## config.mk

```make
export PLATFORM = sky130hd
export DESIGN_NAME = mac2ibuf
export DESIGN_NICKNAME = d
export VERILOG_FILES = /design/src/rtl/mac2ibuf_pkg.sv /design/src/rtl/mac2ibuf_ring_space.sv /design/src/rtl/mac2ibuf.sv
export SDC_FILE = /design/constraint.sdc
export NUM_CORES = 1
export LEC_CHECK = 0
export ABC_AREA = 1
export BUFFER_PORTS_ARGS = -buffer_cell sky130_fd_sc_hd__buf_2
export CAP_MARGIN = 20
export CORE_MARGIN = 1
export CORE_UTILIZATION = 56
export DETAILED_ROUTE_END_ITERATION = 7
export GPL_TIMING_DRIVEN = 0
export HOLD_SLACK_MARGIN = 0.08
export PLACE_DENSITY = 0.83
export SYNTH_ARGS = -nofsm -noshare
export SYNTH_HDL_FRONTEND = slang
export SYNTH_SLANG_ARGS = --single-unit
```

## constraint.sdc

```tcl
create_clock -name clk -period 5.3 [get_ports clk]
set_clock_uncertainty 0.2 [all_clocks]
set_input_delay 0.265 -clock clk [delete_from_list [all_inputs] [get_ports clk]]
set_output_delay 0.265 -clock clk [all_outputs]
set_load 0.01 [all_outputs]
```

## src/rtl/mac2ibuf_pkg.sv

```systemverilog
`default_nettype none
// ============================================================================
// Module     : mac2ibuf_pkg
// Description: Shared definitions for the MAC rx to internal-buffer path.
//              State encodings, header layout and a valid-mask byte counter.
// Revision   : 1.0 - initial release
// ============================================================================
package mac2ibuf_pkg;

    typedef logic [1:0] state_t;

    localparam state_t S_IDLE  = 2'd0;
    localparam state_t S_FRAME = 2'd1;
    localparam state_t S_HDR   = 2'd2;
    localparam state_t S_DROP  = 2'd3;

    // Header qword layout: byte length in the low bits, rest zero.
    localparam int LEN_LSB = 0;
    localparam int LEN_W   = 16;

    // Byte count of a contiguous-from-LSB valid mask.
    function automatic logic [3:0] popcount8(input logic [7:0] mask);
        logic [3:0] cnt;
        cnt = '0;
        for (int i = 0; i < 8; i++) begin
            cnt = cnt + {3'b000, mask[i]};
        end
        return cnt;
    endfunction

endpackage
`default_nettype wire

```

## src/rtl/mac2ibuf_ring_space.sv

```systemverilog
`default_nettype none
// ============================================================================
// Module     : ring_space
// Description: Combinational occupancy of a 2^BW-entry ring addressed by
//              BW+1-bit wrap-bit pointers.
//   i_ptr  : producer-side working pointer
//   i_cons : consumer pointer (in this clock domain)
//   o_full : ring holds exactly 2^BW entries
//   o_free : free entries, 0..2^BW
// Revision   : 1.0 - initial release
// ============================================================================
module ring_space #(
    parameter int BW = 9
) (
    input  logic [BW:0] i_ptr,
    input  logic [BW:0] i_cons,
    output logic        o_full,
    output logic [BW:0] o_free
);

    localparam logic [BW:0] c_cap = {1'b1, {BW{1'b0}}};

    logic [BW:0] w_used;

    assign w_used = i_ptr - i_cons;
    assign o_full = (w_used == c_cap);
    assign o_free = c_cap - w_used;

endmodule
`default_nettype wire

```

## src/rtl/mac2ibuf.sv

```systemverilog
`default_nettype none
// ============================================================================
// Module     : mac2ibuf
// Description: Writes 10G MAC rx frames into a 2^BW-qword ring. Each frame is
//              a header qword {48'b0, byte_len} followed by payload qwords.
//              committed_prod advances only for good, fully stored frames.
//   clk, rst            : MAC clock, synchronous active-high reset
//   rx_data/_valid      : MAC beat and contiguous byte enables (0 = idle)
//   rx_good/bad_frame   : end-of-frame status pulses
//   wr_en/addr/data     : registered ring write port
//   committed_prod      : published producer pointer (bit BW = wrap)
//   committed_cons      : consumer pointer, already synchronised to clk
//   frames_ok/_dropped  : frame counters, present with MAC2IBUF_STATS_EN
// Optional   : MAC2IBUF_STATS_EN enables the counter ports and logic.
// Revision   : 1.0 - initial release
// ============================================================================
module mac2ibuf
    import mac2ibuf_pkg::*;
#(
    parameter int BW     = 9,
    parameter int MAX_QW = 1200
) (
    input  logic          clk,
    input  logic          rst,
    input  logic [63:0]   rx_data,
    input  logic [7:0]    rx_data_valid,
    input  logic          rx_good_frame,
    input  logic          rx_bad_frame,
    output logic          wr_en,
    output logic [BW-1:0] wr_addr,
    output logic [63:0]   wr_data,
    output logic [BW:0]   committed_prod,
    input  logic [BW:0]   committed_cons
`ifdef MAC2IBUF_STATS_EN
    ,
    output logic [31:0]   frames_ok,
    output logic [31:0]   frames_dropped
`endif
);

    localparam int          c_qw_w = $clog2(MAX_QW + 1);
    localparam logic [BW:0] c_one  = 1;
    localparam logic [BW:0] c_two  = 2;

    state_t              r_state, w_state;
    logic [BW:0]         r_hdr_ptr, w_hdr_ptr;
    logic [BW:0]         r_work_ptr, w_work_ptr;
    logic [BW:0]         r_committed_prod, w_committed_prod;
    logic [LEN_W-1:0]    r_len, w_len;
    logic [c_qw_w-1:0]   r_qw, w_qw;
    logic                r_wr_en, w_wr_en;
    logic [BW-1:0]       r_wr_addr, w_wr_addr;
    logic [63:0]         r_wr_data, w_wr_data;

    logic                w_beat, w_end;
    logic [3:0]          w_pc;
    logic [BW:0]         w_space_ptr, w_free, w_prod_p1, w_prod_p2, w_work_p1;
    logic                w_full;
    logic [63:0]         w_hdr_word;

    assign w_beat    = |rx_data_valid;
    assign w_end     = rx_good_frame | rx_bad_frame;
    assign w_pc      = popcount8(rx_data_valid);
    assign w_prod_p1 = r_committed_prod + c_one;
    assign w_prod_p2 = r_committed_prod + c_two;
    assign w_work_p1 = r_work_ptr + c_one;

    // Idle checks room for header + first beat from the published pointer;
    // mid-frame checks the next payload slot.
    assign w_space_ptr = (r_state == S_IDLE) ? r_committed_prod : r_work_ptr;

    ring_space #(.BW(BW)) u_space (
        .i_ptr  (w_space_ptr),
        .i_cons (committed_cons),
        .o_full (w_full),
        .o_free (w_free)
    );

    always_comb begin
        w_hdr_word                   = '0;
        w_hdr_word[LEN_LSB +: LEN_W] = r_len;
    end

    always_ff @(posedge clk) begin
        if (rst) begin
            r_state          <= S_IDLE;
            r_hdr_ptr        <= '0;
            r_work_ptr       <= '0;
            r_committed_prod <= '0;
            r_len            <= '0;
            r_qw             <= '0;
            r_wr_en          <= 1'b0;
            r_wr_addr        <= '0;
            r_wr_data        <= '0;
        end else begin
            r_state          <= w_state;
            r_hdr_ptr        <= w_hdr_ptr;
            r_work_ptr       <= w_work_ptr;
            r_committed_prod <= w_committed_prod;
            r_len            <= w_len;
            r_qw             <= w_qw;
            r_wr_en          <= w_wr_en;
            r_wr_addr        <= w_wr_addr;
            r_wr_data        <= w_wr_data;
        end
    end

    always_comb begin
        w_state          = r_state;
        w_hdr_ptr        = r_hdr_ptr;
        w_work_ptr       = r_work_ptr;
        w_committed_prod = r_committed_prod;
        w_len            = r_len;
        w_qw             = r_qw;
        w_wr_en          = 1'b0;
        w_wr_addr        = r_wr_addr;
        w_wr_data        = r_wr_data;
        case (r_state)
            S_IDLE: begin
                // A beat carrying an end pulse is malformed: discard it.
                if (w_beat && !w_end) begin
                    w_hdr_ptr  = r_committed_prod;
                    w_work_ptr = w_prod_p1;
                    if (w_free >= c_two) begin
                        w_wr_en    = 1'b1;
                        w_wr_addr  = w_prod_p1[BW-1:0];
                        w_wr_data  = rx_data;
                        w_work_ptr = w_prod_p2;
                        w_len      = LEN_W'(w_pc);
                        w_qw       = c_qw_w'(1);
                        w_state    = S_FRAME;
                    end else begin
                        w_state = S_DROP;
                    end
                end
            end
            S_FRAME: begin
                if (w_beat && w_end) begin
                    w_state = S_IDLE;
                end else if (rx_good_frame) begin
                    w_wr_en   = 1'b1;
                    w_wr_addr = r_hdr_ptr[BW-1:0];
                    w_wr_data = w_hdr_word;
                    w_state   = S_HDR;
                end else if (rx_bad_frame) begin
                    w_state = S_IDLE;
                end else if (w_beat) begin
                    if (w_full || (r_qw == c_qw_w'(MAX_QW))) begin
                        w_state = S_DROP;
                    end else begin
                        w_wr_en    = 1'b1;
                        w_wr_addr  = r_work_ptr[BW-1:0];
                        w_wr_data  = rx_data;
                        w_work_ptr = w_work_p1;
                        w_len      = r_len + LEN_W'(w_pc);
                        w_qw       = r_qw + c_qw_w'(1);
                    end
                end
            end
            S_HDR: begin
                // Commit one cycle after the header write so the header
                // always lands in the ring before the pointer moves.
                w_committed_prod = r_work_ptr;
                w_state          = S_IDLE;
            end
            S_DROP: begin
                if (w_end) begin
                    w_state = S_IDLE;
                end
            end
            default: begin
                w_state = S_IDLE;
            end
        endcase
    end

    assign wr_en          = r_wr_en;
    assign wr_addr        = r_wr_addr;
    assign wr_data        = r_wr_data;
    assign committed_prod = r_committed_prod;

`ifdef MAC2IBUF_STATS_EN
    logic        w_ok_inc, w_drop_inc;
    logic [31:0] r_frames_ok, r_frames_dropped;

    always_comb begin
        w_ok_inc   = (r_state == S_HDR);
        w_drop_inc = 1'b0;
        case (r_state)
            S_IDLE:  w_drop_inc = w_beat & w_end;
            S_FRAME: w_drop_inc = (w_beat & w_end) |
                                  (rx_bad_frame & ~rx_good_frame & ~w_beat);
            S_DROP:  w_drop_inc = w_end;
            default: w_drop_inc = 1'b0;
        endcase
    end

    always_ff @(posedge clk) begin
        if (rst) begin
            r_frames_ok      <= '0;
            r_frames_dropped <= '0;
        end else begin
            if (w_ok_inc)   r_frames_ok      <= r_frames_ok + 32'd1;
            if (w_drop_inc) r_frames_dropped <= r_frames_dropped + 32'd1;
        end
    end

    assign frames_ok      = r_frames_ok;
    assign frames_dropped = r_frames_dropped;
`endif

endmodule
`default_nettype wire

```

* After elaboration in Yosys (flattened, before gate mapping)
Cells that the tools add are included.
W data, S select, Z words.
** Word-level totals
- Register bits after elaboration :: 132
- Output and inout bits :: 84
- Word-level logic and storage cells :: 113
** Cells by class
- Order comparisons :: 1
- Equal/unequal tests :: 18
- Multiplexer cells :: 58
- Bitwise logic cells :: 1
- Reduce and logical (&&, ||, !) cells :: 12
- Add/subtract/negate cells :: 14
** Operator list (number)
- $mux W64 :: 7
- $pmux W64 S2 :: 1
- $mux W16 :: 7
- $mux W10 :: 8
- $mux W11 :: 7
- $mux W9 :: 7
- $pmux W16 S2 :: 1
- $pmux W11 S2 :: 1
- $add A10 B1 Y10 const B :: 2
- $pmux W10 S2 :: 1
- $pmux W9 S2 :: 1
- $add A16 B4 Y16 :: 1
- $add A4 B1 Y4 :: 4
- $mux W2 :: 8
- $reduce_and A7 Y1 :: 2
- $ne A2 B2 Y1 const B :: 6
- $add A11 B1 Y11 const B :: 1
- $eq A11 B11 Y1 const B :: 1
- $add A10 B2 Y10 const B :: 1
- $eq A10 B10 Y1 const B :: 1
- $ge A10 B2 Y1 const B :: 1
- $ne A5 B5 Y1 const B :: 2
- $sub A10 B10 Y10 :: 1
- $sub A10 B10 Y10 const A :: 1
- other kinds (20) :: 31

* Depth between registers and ports, before layout
- Depth in word-level cells :: 14
- Depth in mapped cells :: 26

* Hierarchy
Synthesis repeated with hierarchy kept, for this count alone.
** Second synthesis, totals
- Cells, all modules :: 1407
- Area, all modules :: 8384.3 µm²
** By module, submodules not included
- mac2ibuf :: instances 1, seq. area each 2642.5 µm², cells each 1249, area each 7536.0 µm²
- ring_space :: instances 1, seq. area each 0.0 µm², cells each 158, area each 848.3 µm²

* Worst setup path after synthesis
OpenSTA, ideal clock, no wires.
- Path kind :: in2reg
- From :: input rx_data_valid[0]
- To :: register r_len[13]
- Setup time :: 70 ps
- Stages :: 18
- Path slack :: 1223 ps
- Arrival time :: 3807 ps
- Path through :: fa_1 -> inv_1 -> fa_1 -> fa_1 -> inv_1 -> ha_1 -> fa_1 -> xor2_1 -> ha_1 -> a21oi_1 -> nand2_1 -> nand2_1 -> a21oi_1 -> nand3_1 -> xor2_1 -> nor2_1 -> nand2_1 -> a21oi_1
** Between the ends
- Cells in the longest elaborated chain, start to end :: 14
- Elaborated cells between the ends (all ways) :: 21
- Those cells by class :: 8 x add/sub; 3 x eq/ne; 6 x mux; 4 x reduce/logical
** RTL lines
- from (decl) :: line mac2ibuf.sv:26 : input logic [7:0] rx_data_valid,
- $add A1 B1 Y2 :: line mac2ibuf_pkg.sv:26 : cnt = cnt + {3'b000, mask[i]};
- $add A2 B1 Y3 :: line mac2ibuf_pkg.sv:26
- $add A3 B1 Y4 :: line mac2ibuf_pkg.sv:26
- $add A4 B1 Y4 (4 in a row) :: line mac2ibuf_pkg.sv:26
- $add A16 B4 Y16 :: line mac2ibuf.sv:155 : w_len = r_len + LEN_W'(w_pc);
- $mux W16 :: line mac2ibuf.sv:148 : if (w_full || (r_qw == c_qw_w'(MAX_QW))) begin
- $mux W16 :: line mac2ibuf.sv:147 : end else if (w_beat) begin
- $mux W16 :: line mac2ibuf.sv:145 : end else if (rx_bad_frame) begin
- $mux W16 :: line mac2ibuf.sv:140 : end else if (rx_good_frame) begin
- $mux W16 :: line mac2ibuf.sv:138 : if (w_beat && w_end) begin
- $pmux W16 S2 :: line mac2ibuf.sv:118 : case (r_state)
- to (signal assigned) :: line mac2ibuf.sv:100 : r_len <= w_len;
- to (decl) :: line mac2ibuf.sv:49 : logic [LEN_W-1:0] r_len, w_len;
Several ways; a longest one is shown, not always the timed one. The select of a mux whose other input is x is not followed.
A chain may end at the register's enable or synchronous reset.

* Final worst setup path
- From :: register r_state[0]
- To :: register r_wr_data[41], in the netlist wr_data[41]
** Between the ends
- Cells in the longest elaborated chain, start to end :: 7
- Elaborated cells between the ends (all ways) :: 17
- Those cells by class :: 2 x add/sub; 1 x order compare; 8 x eq/ne; 2 x mux; 4 x reduce/logical
** RTL lines
- from (decl) :: line mac2ibuf.sv:45 : state_t r_state, w_state;
- from (signal assigned) :: line mac2ibuf.sv:96 : r_state <= w_state;
- $logic_not A2 Y1 :: line mac2ibuf.sv:70, mac2ibuf.sv:118
- $mux W10 :: line mac2ibuf.sv:70 : assign w_space_ptr = (r_state == S_IDLE) ? r_committed_prod : r_work_ptr;
- $sub A10 B10 Y10 :: line mac2ibuf_ring_space.sv:25 : assign w_used = i_ptr - i_cons;
- $sub A10 B10 Y10 / $eq A10 B10 Y1 (equally long branches) :: line mac2ibuf_ring_space.sv:27, mac2ibuf_ring_space.sv:26
- $ge A10 B2 Y1 / $logic_or A1 B1 Y1 (equally long branches) :: line mac2ibuf.sv:124, mac2ibuf.sv:148
- $ne A2 B1 Y1 (no line) / $ne A3 B3 Y1 (equally long branches)
- $reduce_and A7 Y1 (no line)
- to (signal assigned) :: line mac2ibuf.sv:104 : r_wr_data <= w_wr_data;
- to (decl) :: line mac2ibuf.sv:53 : logic [63:0] r_wr_data, w_wr_data;
Several ways; a longest one is shown, not always the timed one.

==> flow_summary_export.csv <==
group,metric,value,unit
status,status,"complete, no violations",
yosys,synth-edff-count,0,
hold_path,hp-start,"rst",
finish,nets,1652,
timing,setup_viol,0,
finish,multi_input_area,0.00487,mm2
clocking,clockBufferDepth,2,
worst_setup_path,crit_fanout,10,
worst_setup_path,critPathKind,"flop to flop",
clocking,htreeDepth,4,
yosys,syn_area,0.00828,mm2
power,vdd_drop_max,0.227,mV
hold_path,min_path_type,"input port to flop",
finish,area_growth,28.1,%
route,drt_iter0_drc,808,
yosys,post-synth-top-area-fraction,31.9,%
yosys,yosys.cell_types.count,46,
finish,final_area,0.0106,mm2
worst_setup_path,crit_path_end_kind,"flop",
worst_setup_path,startpoint_type,"flop",
die,die-area,0.0153,mm2
timing,layout_min_cycle_time,4.68,ns
global_routing,gr-total-overflow,0,
clocking,cts_root_buf,"clkbuf_16",
power,p_int,2.10,mW
power,power_density,291,mW/mm2
yosys,ys.flop_type,"dfxtp_1",
route,via_count,9488,
power,leakagePower,5.04,nW
yosys,synth-seq-cells,132,
die,initial_utilization,57.2,%
global_routing,antenna_found_initial,2,
clocking,clkSinkCount,132,
power,seq_power_share,36.4,%
timing,rsz0062_at_grt,"no",
timing,worstMarginPinSlew,0.755,ns
route,drc,0,
timing,drv_slew,0,
die,die_w,124,um
placed_design,place_area,0.00935,mm2
timing,hold_viol,0,
yosys,synth_area_per_cell,6.45,um2
timing,whs,0.106,ns
route,antenna_left,0,
die,coreArea,0.0145,mm2
global_routing,grt_pass1_wl,41.1,mm
placed_design,hpwl,17.6,mm
clocking,cts_tree,"yes",
route,wl_per_cell,15.2,um
finish,drive_above_1_share,19.0,%
power,power.total,3.09,mW
route,drt-pass1-iter-count,8,
worst_setup_path,r2r-start,"r_state[0]",
die,rows,44,
run,drv_cap,0,
route,avgViaCountPerCell,5.47,
placed_design,io_buffers,168,
timing,tns,0,ns
power,p_sw_share,32.1,%
yosys,synth_nets,1399,
worst_setup_path,worstPathArrival,4.80,ns
timing,clock.fmax,214,MHz
yosys,synth.top_cells.by_area,"dfxtp_1, nand2_1, nor2_1, a21oi_1, inv_1",
global_routing,grt_pass1_vias,8615,
power,power.switching,991,uW
yosys,async_flop_share,0,%
clocking,numCtsBuffers,17,
timing,maxSlewHeadroom,49.4,%
power,combinationalPowerShare,25.5,%
yosys,yosysWarnings,0,
yosys,yosysSeqAreaShare,31.9,%
finish,n_fill_cell,1129,
timing,min_period_over_period,88.4,%
die,ios,170,
placed_design,dp_worst_setup_slack,0.704,ns
worst_setup_path,cp.required,5.41,ns
finish,seq_area,0.00264,mm2
global_routing,grt_max_degree,17,
route,drt-total-wl,26.3,mm
clocking,path_clk_slew,0.06,ns
power,pwr-share-clk,38.1,%
yosys,synthCells,1283,
clocking,clock_latency,0.42,ns
timing,setup_ws,0.617,ns
placed_design,place_congestion,0.957,
die,fp.dieH,124,um
global_routing,track_usage,34.5,%
yosys,yosysTopAreaCell,"dfxtp_1",
worst_setup_path,setup.worst_path.start,"r_state[0]",
-- metal layers --
metal	global-route usage [%]	wire length [um]	vias up
li1	-	-	4590
met1	40.3	10500	4295
met2	58.3	12500	494
met3	8.20	2170	109
met4	18.1	1180	0
met5	0	0	-
-- kinds of logic (layout without fill, tap and decap cells) --
logic type | after synthesis | count (layout) | share of synthesized area [%]
XOR/XNOR | 32 | 32 | 3.38
buffers and inverters | 173 | 439 | 9.31
other | 0 | 2 | 0
adder cells (fa/ha/maj) | 30 | 30 | 5.08
flip-flops | 132 | 132 | 31.9
AND/OR/NAND/NOR | 727 | 727 | 38.2
AO/OA/AOI/OAI | 189 | 189 | 12.1
-- critical path, stage by stage, from the launching register on --
cell	delay, ns
dfxtp_1	0.38
nor2_2	0.24
clkbuf_1	0.40
clkbuf_1	0.33
o21ai_0	0.23
ha_1	0.26
fa_1	0.39
inv_1	0.11
nand2_1	0.05
nand2_1	0.10
nand3_1	0.09
nand2_2	0.14
nand3_1	0.13
nor2_2	0.14
nand2_1	0.08
xor2_1	0.14
nand2_1	0.08
nor2_2	0.22
nand2_4	0.10
nand2_4	0.13
nand2_4	0.10
buf_8	0.17
buf_12	0.15
nor2_2	0.11
nor2_1	0.06
-- cells in the mapped netlist (3+ instances only) --
cell / number
buf_4: 3
nand2_2: 8
nand4_1: 6
o21ai_0: 65
nand2_4: 4
o221ai_1: 4
nor3_1: 17
clkbuf_1: 34
or2_2: 3
a21oi_1: 103
nand3b_1: 29
inv_2: 5
nand3_1: 54
nor2_1: 151
buf_12: 4
nand2_1: 399
ha_1: 24
fa_1: 6
buf_2: 15
xor2_1: 30
nor2_2: 44
dfxtp_1: 132
inv_1: 106
a22oi_1: 4
nor4_1: 5
-- registers in the layout, indices dropped and copies added (netlist names) --
register	flops
committed_prod	10
wr_data	64
r_state	2
wr_addr	9
r_hdr_ptr	9
r_work_ptr	10
r_qw	11
r_len	16
wr_en	1
-- layout make-up --
class | count | area share (%)
antenna | 2 | 0.0472
tap | 184 | 2.17
clock inverter | 11 | 1.19
clock buffer | 21 | 4.34
sequential | 132 | 24.9
buffer | 60 | 3.27
inverter | 113 | 4.00
timing repair buffer | 234 | 14.2
multi-input combinational | 978 | 45.9
-- path summary, 6_finish.rpt --
| check | endpoint | slack, ns | cells past startpoint |
|---|---|---|---|
| worst max-delay path | wr_data[41] | 0.62 | 24 |
| worst min-delay path | r_hdr_ptr[0] | 0.11 | 2 |
| worst min register to register | r_qw[8] | 0.27 | 2 |
| worst max register to register | wr_data[41] | 0.62 | 24 |
-- power by group through the flow --
stage	clock (mW)	sequential, mW	combinational (mW)
final	1.18	1.12	0.786
after global routing	1.23	1.13	0.875
after CTS	1.18	1.12	0.765
after detailed placement	0	1.14	0.719
after global placement	0	1.14	0.702
after floorplan	0	1.16	0.475
-- repair_timing --
item,in CTS,in global routing
buffers inserted,0,0
resized for setup,0,0
endpoints found under the hold margin,66,0
hold buffers,66,0
-- metrics by stage --
step / instances / utilization [%]
2_1_floorplan: 1283 / -
3_3_place_gp: 1635 / 64.6
3_5_place_dp: 1635 / 64.6
4_1_cts: 1733 / 73.2
5_1_grt: 1735 / 73.2
6_report: 1735 / 73.2
-- layout by cell type, fill, tap and decap left out, types with 5 or more instances in the layout --
master,Yosys,final
nand2_1,399,399
buf_2,15,183
nor2_1,151,151
dfxtp_1,132,132
inv_1,106,106
a21oi_1,103,103
dlygate4sd3_1,0,66
o21ai_0,65,65
nand3_1,54,54
nor2_2,44,44
clkbuf_1,34,36
xor2_1,30,30
nand3b_1,29,29
ha_1,24,24
nor3_1,17,17
clkbuf_16,0,17
nand2_2,8,8
nand4_1,6,6
fa_1,6,6
inv_2,5,5
nor4_1,5,5
Power figures use the tool's default switching activity.
